==> src/rtl/nonoverlap_clkgen_multi.sv <==
// rtl/nonoverlap_clkgen_multi.sv - multi-channel phase-shifted clock generator with non-overlapping complements
module nonoverlap_clkgen_multi #(
  parameter int N_CH       = 4,
  parameter int CNT_W      = 8,
  parameter int DEF_PERIOD = 32,
  parameter int DEF_HIGH   = 16,
  parameter int DEF_DEAD   = 0
) (
  input  logic                   CLK_IN,
  input  logic                   RESET,
  input  logic                   ENABLE,
  input  logic                   LOAD,
  input  logic [CNT_W-1:0]       PERIOD_IN,
  input  logic [N_CH*CNT_W-1:0]  HIGH_IN,
  input  logic [N_CH*CNT_W-1:0]  PHASE_IN,
  input  logic [CNT_W-1:0]       DEAD_IN,
  output logic [N_CH-1:0]        CLK_OUT,
  output logic [N_CH-1:0]        CLK_OUT_N,
  output logic                   SYNC,
  output logic                   CFG_PENDING,
  output logic                   CFG_ERR
);

  typedef logic [CNT_W-1:0] cnt_t;
  typedef logic [CNT_W+1:0] wide_t;

  // Base counter and active (applied) configuration
  cnt_t cnt_q, cnt_d;
  cnt_t per_q, per_d;
  cnt_t dead_q, dead_d;
  cnt_t high_q [N_CH];
  cnt_t high_d [N_CH];
  cnt_t phase_q [N_CH];
  cnt_t phase_d [N_CH];

  // Shadow configuration waiting for the next period boundary
  cnt_t sh_per_q, sh_per_d;
  cnt_t sh_dead_q, sh_dead_d;
  cnt_t sh_high_q [N_CH];
  cnt_t sh_high_d [N_CH];
  cnt_t sh_phase_q [N_CH];
  cnt_t sh_phase_d [N_CH];

  logic pend_q, pend_d;
  logic err_q, err_d;

  logic [N_CH-1:0] out_q, out_d;
  logic [N_CH-1:0] outn_q, outn_d;
  logic            sync_q, sync_d;

  logic  load_ok;
  logic  last;
  logic  apply;
  wide_t p_w [N_CH];

  // Validate the requested configuration against the rules for a glitch-free waveform
  always_comb begin
    load_ok = (PERIOD_IN >= cnt_t'(2));
    for (int i = 0; i < N_CH; i++) begin
      if (PHASE_IN[i*CNT_W +: CNT_W] >= PERIOD_IN) begin
        load_ok = 1'b0;
      end
      if ((wide_t'(HIGH_IN[i*CNT_W +: CNT_W]) + (wide_t'(DEAD_IN) << 1)) > wide_t'(PERIOD_IN)) begin
        load_ok = 1'b0;
      end
    end
  end

  // Per-channel phase position and next registered output values
  always_comb begin
    out_d  = '0;
    outn_d = '0;
    sync_d = 1'b0;
    for (int i = 0; i < N_CH; i++) begin
      if (cnt_q >= phase_q[i]) begin
        p_w[i] = wide_t'(cnt_q) - wide_t'(phase_q[i]);
      end else begin
        p_w[i] = wide_t'(cnt_q) + wide_t'(per_q) - wide_t'(phase_q[i]);
      end
      if (ENABLE) begin
        out_d[i]  = (p_w[i] < wide_t'(high_q[i]));
        outn_d[i] = (p_w[i] >= wide_t'(high_q[i]) + wide_t'(dead_q)) &&
                    (p_w[i] + wide_t'(dead_q) < wide_t'(per_q));
      end
    end
    if (ENABLE) begin
      sync_d = (cnt_q == '0);
    end
  end

  // Counter advance, config switchover at the period boundary and shadow capture
  always_comb begin
    last  = (wide_t'(cnt_q) + wide_t'(1) == wide_t'(per_q));
    apply = pend_q && (!ENABLE || last);
    cnt_d = (!ENABLE || last) ? '0 : cnt_q + cnt_t'(1);

    per_d  = apply ? sh_per_q : per_q;
    dead_d = apply ? sh_dead_q : dead_q;
    for (int i = 0; i < N_CH; i++) begin
      high_d[i]  = apply ? sh_high_q[i] : high_q[i];
      phase_d[i] = apply ? sh_phase_q[i] : phase_q[i];
    end

    sh_per_d  = sh_per_q;
    sh_dead_d = sh_dead_q;
    for (int i = 0; i < N_CH; i++) begin
      sh_high_d[i]  = sh_high_q[i];
      sh_phase_d[i] = sh_phase_q[i];
    end
    pend_d = apply ? 1'b0 : pend_q;
    err_d  = err_q;

    // A capture on the wrap edge stays pending for the following wrap
    if (LOAD) begin
      if (load_ok) begin
        sh_per_d  = PERIOD_IN;
        sh_dead_d = DEAD_IN;
        for (int i = 0; i < N_CH; i++) begin
          sh_high_d[i]  = HIGH_IN[i*CNT_W +: CNT_W];
          sh_phase_d[i] = PHASE_IN[i*CNT_W +: CNT_W];
        end
        pend_d = 1'b1;
        err_d  = 1'b0;
      end else begin
        err_d = 1'b1;
      end
    end
  end

  // State register; reset restores the default staggered configuration
  always_ff @(posedge CLK_IN) begin
    if (RESET) begin
      cnt_q     <= '0;
      per_q     <= cnt_t'(DEF_PERIOD);
      dead_q    <= cnt_t'(DEF_DEAD);
      sh_per_q  <= cnt_t'(DEF_PERIOD);
      sh_dead_q <= cnt_t'(DEF_DEAD);
      for (int i = 0; i < N_CH; i++) begin
        high_q[i]     <= cnt_t'(DEF_HIGH);
        phase_q[i]    <= cnt_t'((i * DEF_PERIOD) / N_CH);
        sh_high_q[i]  <= cnt_t'(DEF_HIGH);
        sh_phase_q[i] <= cnt_t'((i * DEF_PERIOD) / N_CH);
      end
      pend_q <= 1'b0;
      err_q  <= 1'b0;
      out_q  <= '0;
      outn_q <= '0;
      sync_q <= 1'b0;
    end else begin
      cnt_q     <= cnt_d;
      per_q     <= per_d;
      dead_q    <= dead_d;
      sh_per_q  <= sh_per_d;
      sh_dead_q <= sh_dead_d;
      for (int i = 0; i < N_CH; i++) begin
        high_q[i]     <= high_d[i];
        phase_q[i]    <= phase_d[i];
        sh_high_q[i]  <= sh_high_d[i];
        sh_phase_q[i] <= sh_phase_d[i];
      end
      pend_q <= pend_d;
      err_q  <= err_d;
      out_q  <= out_d;
      outn_q <= outn_d;
      sync_q <= sync_d;
    end
  end

  assign CLK_OUT     = out_q;
  assign CLK_OUT_N   = outn_q;
  assign SYNC        = sync_q;
  assign CFG_PENDING = pend_q;
  assign CFG_ERR     = err_q;

endmodule
==> config.mk <==
export PLATFORM = sky130hd
export DESIGN_NAME = nonoverlap_clkgen_multi
export DESIGN_NICKNAME = d
export VERILOG_FILES = /design/src/rtl/nonoverlap_clkgen_multi.sv
export SDC_FILE = /design/constraint.sdc
export NUM_CORES = 1
export LEC_CHECK = 0
export CAP_MARGIN = 10
export CORE_MARGIN = 1.5
export CORE_UTILIZATION = 50
export CTS_CLUSTER_SIZE = 14
export DETAILED_ROUTE_END_ITERATION = 12
export PLACE_DENSITY_LB_ADDON = 0.12
export SLEW_MARGIN = 10
export SYNTH_ARGS = -nofsm -noshare
export SYNTH_HDL_FRONTEND = slang
export SYNTH_SLANG_ARGS = --single-unit
==> constraint.sdc <==
create_clock -name CLK_IN -period 4.9 [get_ports CLK_IN]
set_input_delay 0.98 -clock CLK_IN [delete_from_list [all_inputs] [get_ports CLK_IN]]
set_output_delay 0.98 -clock CLK_IN [all_outputs]
set_load 0.02 [all_outputs]
==> impl.org <==
** Synthesis
- Portion of synthesized cell area occupied by the leading cell type :: 23.7%
- Of all flip-flops after synthesis, the portion carrying an async set or reset was 0%.
- Number of warnings printed during yosys synthesis :: 0
- Number of flip-flops and latches in the synthesized netlist :: 179
- Post-Synthesis Mean Instance Area :: 8.21 um2
- Leading cell types by count after synthesis :: sky130_fd_sc_hd__ha_1 (322), sky130_fd_sc_hd__nand2_1 (205), sky130_fd_sc_hd__a21oi_1 (202)
- Main flop type after synthesis :: sky130_fd_sc_hd__dfxtp_1
- Among all cell types in the netlist, the one instantiated most often is sky130_fd_sc_hd__ha_1.
- The synthesized design contains 0 enable-type register cells.
- Of the synthesized area, sequential elements account for 21.1%.
- Number of different library cells in the post-synthesis netlist :: 75
- Synthesis produced a netlist with a net count of 2495.
- Mapped cell area :: 17000 um2
- Post-synthesis cell type with the largest combined area :: sky130_fd_sc_hd__ha_1
- Largest cells by area after synthesis :: sky130_fd_sc_hd__ha_1 (24%), sky130_fd_sc_hd__dfxtp_1 (21%), sky130_fd_sc_hd__a21oi_1 (6.0%), sky130_fd_sc_hd__nand2_1 (4.5%), sky130_fd_sc_hd__mux2i_1 (4.4%)
- Number of instances in the synthesized netlist :: 2068

** Placement
- Number of I/O port buffers :: 94
- Summed over all nets, the half-perimeter wirelength after detailed placement is 42400 um.
- Once placement finished, the instance area stood at 19300 um2.
- OpenSTA, run right after detailed placement, puts the worst setup slack at -339 ps.
- Counting tap cells, the placed design contains a total of 2695 instances.
- At the end of routability-driven placement, the weighted congestion stood at 0.971.

** Die
- Number of standard-cell rows in the floorplan :: 67
- Vertical die dimension :: 187 um
- From left edge to right edge, the die measures 187 um.
- Number of placed I/O pins :: 95
- For this configuration, the core starts out at a cell density of 50.8%.
- The core region is 33400 um2.
- The die covers 35100 um2.

** Setup path
- Of all nets on the critical path, the largest fanout is 13.
- In this run the critical register-to-register path is launched from cnt_q[0].
- At the worst endpoint, the arrival time is 5010 ps.
- The setup path with the least slack is of type in2reg.
- For the worst setup path, the data required time is 5190 ps.
- Worst setup startpoint :: DEAD_IN[0]
- Category of the worst setup path capture point :: register
- Sort of element at the start of the critical path :: input pin

** Timing
- Headroom to the max-slew limit came out at 27.3%.
- Slew at the pin closest to its max-slew limit :: 1090 ps
- The smallest clock period supported by the final layout is computed as 4720 ps.
- Clock skew :: 17.1 ps
- Final number of setup-violating endpoints :: 0
- Max Clock Freq :: 212 MHz
- Worst Hold Slack :: 455 ps
- Across all setup checks in the final design, the least slack found is 177 ps.
- The number of hold-slack violations in the final timing report came to 0.
- The number of max-slew violations in the final report was 0.
- Setup TNS after final layout :: 0 ps
- Of the available clock period, the critical path in the final layout requires 96.4%.

** Cells and area
- For this run, the share of the core covered by cells in the final layout is 60.2%.
- Nets :: 2700
- Layout overhead on the synthesized area :: 18.7%
- With fillers left out, the area of the finished cells amounts to 20100 um2.
- The number of antenna diodes in the final layout is 0.
- Cells with a size suffix above 1 make up 10.3% of the layout.
- Excluding fillers, the count of instances in the completed layout stands at 2734.

** Global route
- For this run, the total global-route usage over all layers was measured as 29.9%.
- Maximum number of pins on one net before global-route repair :: 109
- Via count of the first global-routing pass :: 15400
- Leftover overflow at the end of global routing :: 0
- The first global-routing pass estimated 82400 um of wire.
- The number of antenna violations at the first check in global routing is 0.

** Pwr
- For this design the static power due to leakage is 8.74 nW.
- VDD sags by at most 0.000251 V.
- In this run the power density over the cells is 177 nW/um2.
- Power, Total :: 3.56 mW

** CTS
- Number of clock sinks seen by CTS :: 179
- Clk Tree Root Cell :: sky130_fd_sc_hd__clkbuf_16
- The later pin in the worst-skew pair is clocked with a latency of 440 ps.
- After clock tree synthesis, the clock-pin slew on the worst setup and hold paths is 80 ps.
- In this run the deepest clock path goes through 2 buffers.
- TritonCTS built the clock tree.
- Number of buffers inserted during clock tree synthesis :: 17
- Post-CTS Hold Fix Bufs :: 0
- In this run the number of H-tree levels came out at 4.

** Detailed routing
- In the final routed layout, each cell accounts on average for 19.4 um.
- The first detailed-routing pass ran for 5 iterations.
- Detail Route Antenna Nets :: 0
- In the routed layout, each cell is associated on average with a via count of 5.80.
- Detailed Route Iter0 Violations :: 1018
- Final Routed Wirelength :: 53000 um
- After detailed routing, the number of remaining DRC violations is 0.
- The final route contains 15800 vias.

** Run status
- Result of the run :: complete, no violations

** Hold path
- The worst hold path belongs to the class reg2reg.
- Critical hold path startpoint :: phase_q[0][6]

** Run
- Maximum Capacitance Violations :: 0
[layout by cell type, fill, tap and decap left out, drive strengths merged, types with 19 or more instances in the layout]
cell type / n
ha: 322
nand2: 205
a21oi: 202
nor2: 185
dfxtp: 179
inv: 154
buf: 145
o21ai: 104
clkdlybuf4s50: 93
xnor2: 76
mux2i: 74
a21o: 56
nor3: 48
nand2b: 38
a211oi: 32
xor2: 31
o21a: 28
nand3: 27
nor2b: 25
fa: 21
o21bai: 19
clkbuf: 19
[where the power goes]
group / switching [mW] / total [mW] / internal [mW] / leakage, nW
Clock: 0.717 / 1.41 / 0.694 / 0.290
Combinational: 0.358 / 0.684 / 0.326 / 7.00
Sequential: 0.00345 / 1.46 / 1.46 / 1.45
Total: 1.08 / 3.56 / 2.48 / 8.74
[flip-flops by register name, summed over array words and instances, names as in the netlist, 8 cells and up]
signal and flops:
cnt_q 8, dead_q 8, high_q 32, per_q 8
phase_q 32, sh_dead_q 8, sh_high_q 32, sh_per_q 8
sh_phase_q 32
[metal layers]
metal	wire length, um	global-route usage (%)	part of all wire (%)	vias up
met5	0	0	0	-
met4	2110	12.3	4.0	0
met3	2550	3.15	4.8	114
met2	24300	50.6	46	454
met1	24000	38.7	45	7460
li1	-	-	-	7817
[critical path, cell delays in order]
cell and delay (ps):
sky130_fd_sc_hd__clkdlybuf4s50_1 390, sky130_fd_sc_hd__buf_4 170, sky130_fd_sc_hd__ha_1 210, sky130_fd_sc_hd__fa_1 380
sky130_fd_sc_hd__a211oi_1 230, sky130_fd_sc_hd__o21bai_1 110, sky130_fd_sc_hd__a21o_1 200, sky130_fd_sc_hd__xor2_1 140
sky130_fd_sc_hd__ha_1 300, sky130_fd_sc_hd__a211o_1 320, sky130_fd_sc_hd__a21oi_2 130, sky130_fd_sc_hd__a31oi_2 170
sky130_fd_sc_hd__a211oi_2 200, sky130_fd_sc_hd__nand4_1 90, sky130_fd_sc_hd__and4bb_4 380, sky130_fd_sc_hd__buf_12 160
sky130_fd_sc_hd__buf_12 160, sky130_fd_sc_hd__mux2i_2 220, sky130_fd_sc_hd__nor2_1 70
[kinds of logic after synthesis]
group | Yosys count | share of synthesized area (%)
simple gates | 610 | 16.6
mux | 79 | 4.69
fa+ha+maj | 343 | 26.2
xor+xnor | 108 | 5.65
flops | 179 | 21.1
buf+inv | 201 | 5.43
compound gates | 548 | 20.3
[layout make-up]
cell class | instances | area [um2]
clock buffers | 17 | 425
flip-flops and latches | 179 | 3600
multi-input cells | 1688 | 12600
inverters | 147 | 556
clock inverters | 15 | 180
well taps | 448 | 561
repair buffers | 240 | 2180
fillers | 3004 | 13300
[worst paths after layout]
path | to | slack (ps) | depth (start not counted)
hold / removal | phase_q[0][6] | 460 | 2
setup / recovery | sh_high_q[2][5] | 180 | 19
setup reg to reg | CLK_OUT_N[2] | 300 | 21
hold reg to reg | phase_q[0][6] | 460 | 2
[what timing repair did]
action                                  CTS  global route
pin swaps                                 0             4
gates cloned                              0             2
resized for setup                         2            58
buffers inserted                          0             5
endpoints found under the setup margin    1            67
(Power assumes the default switching activity.)
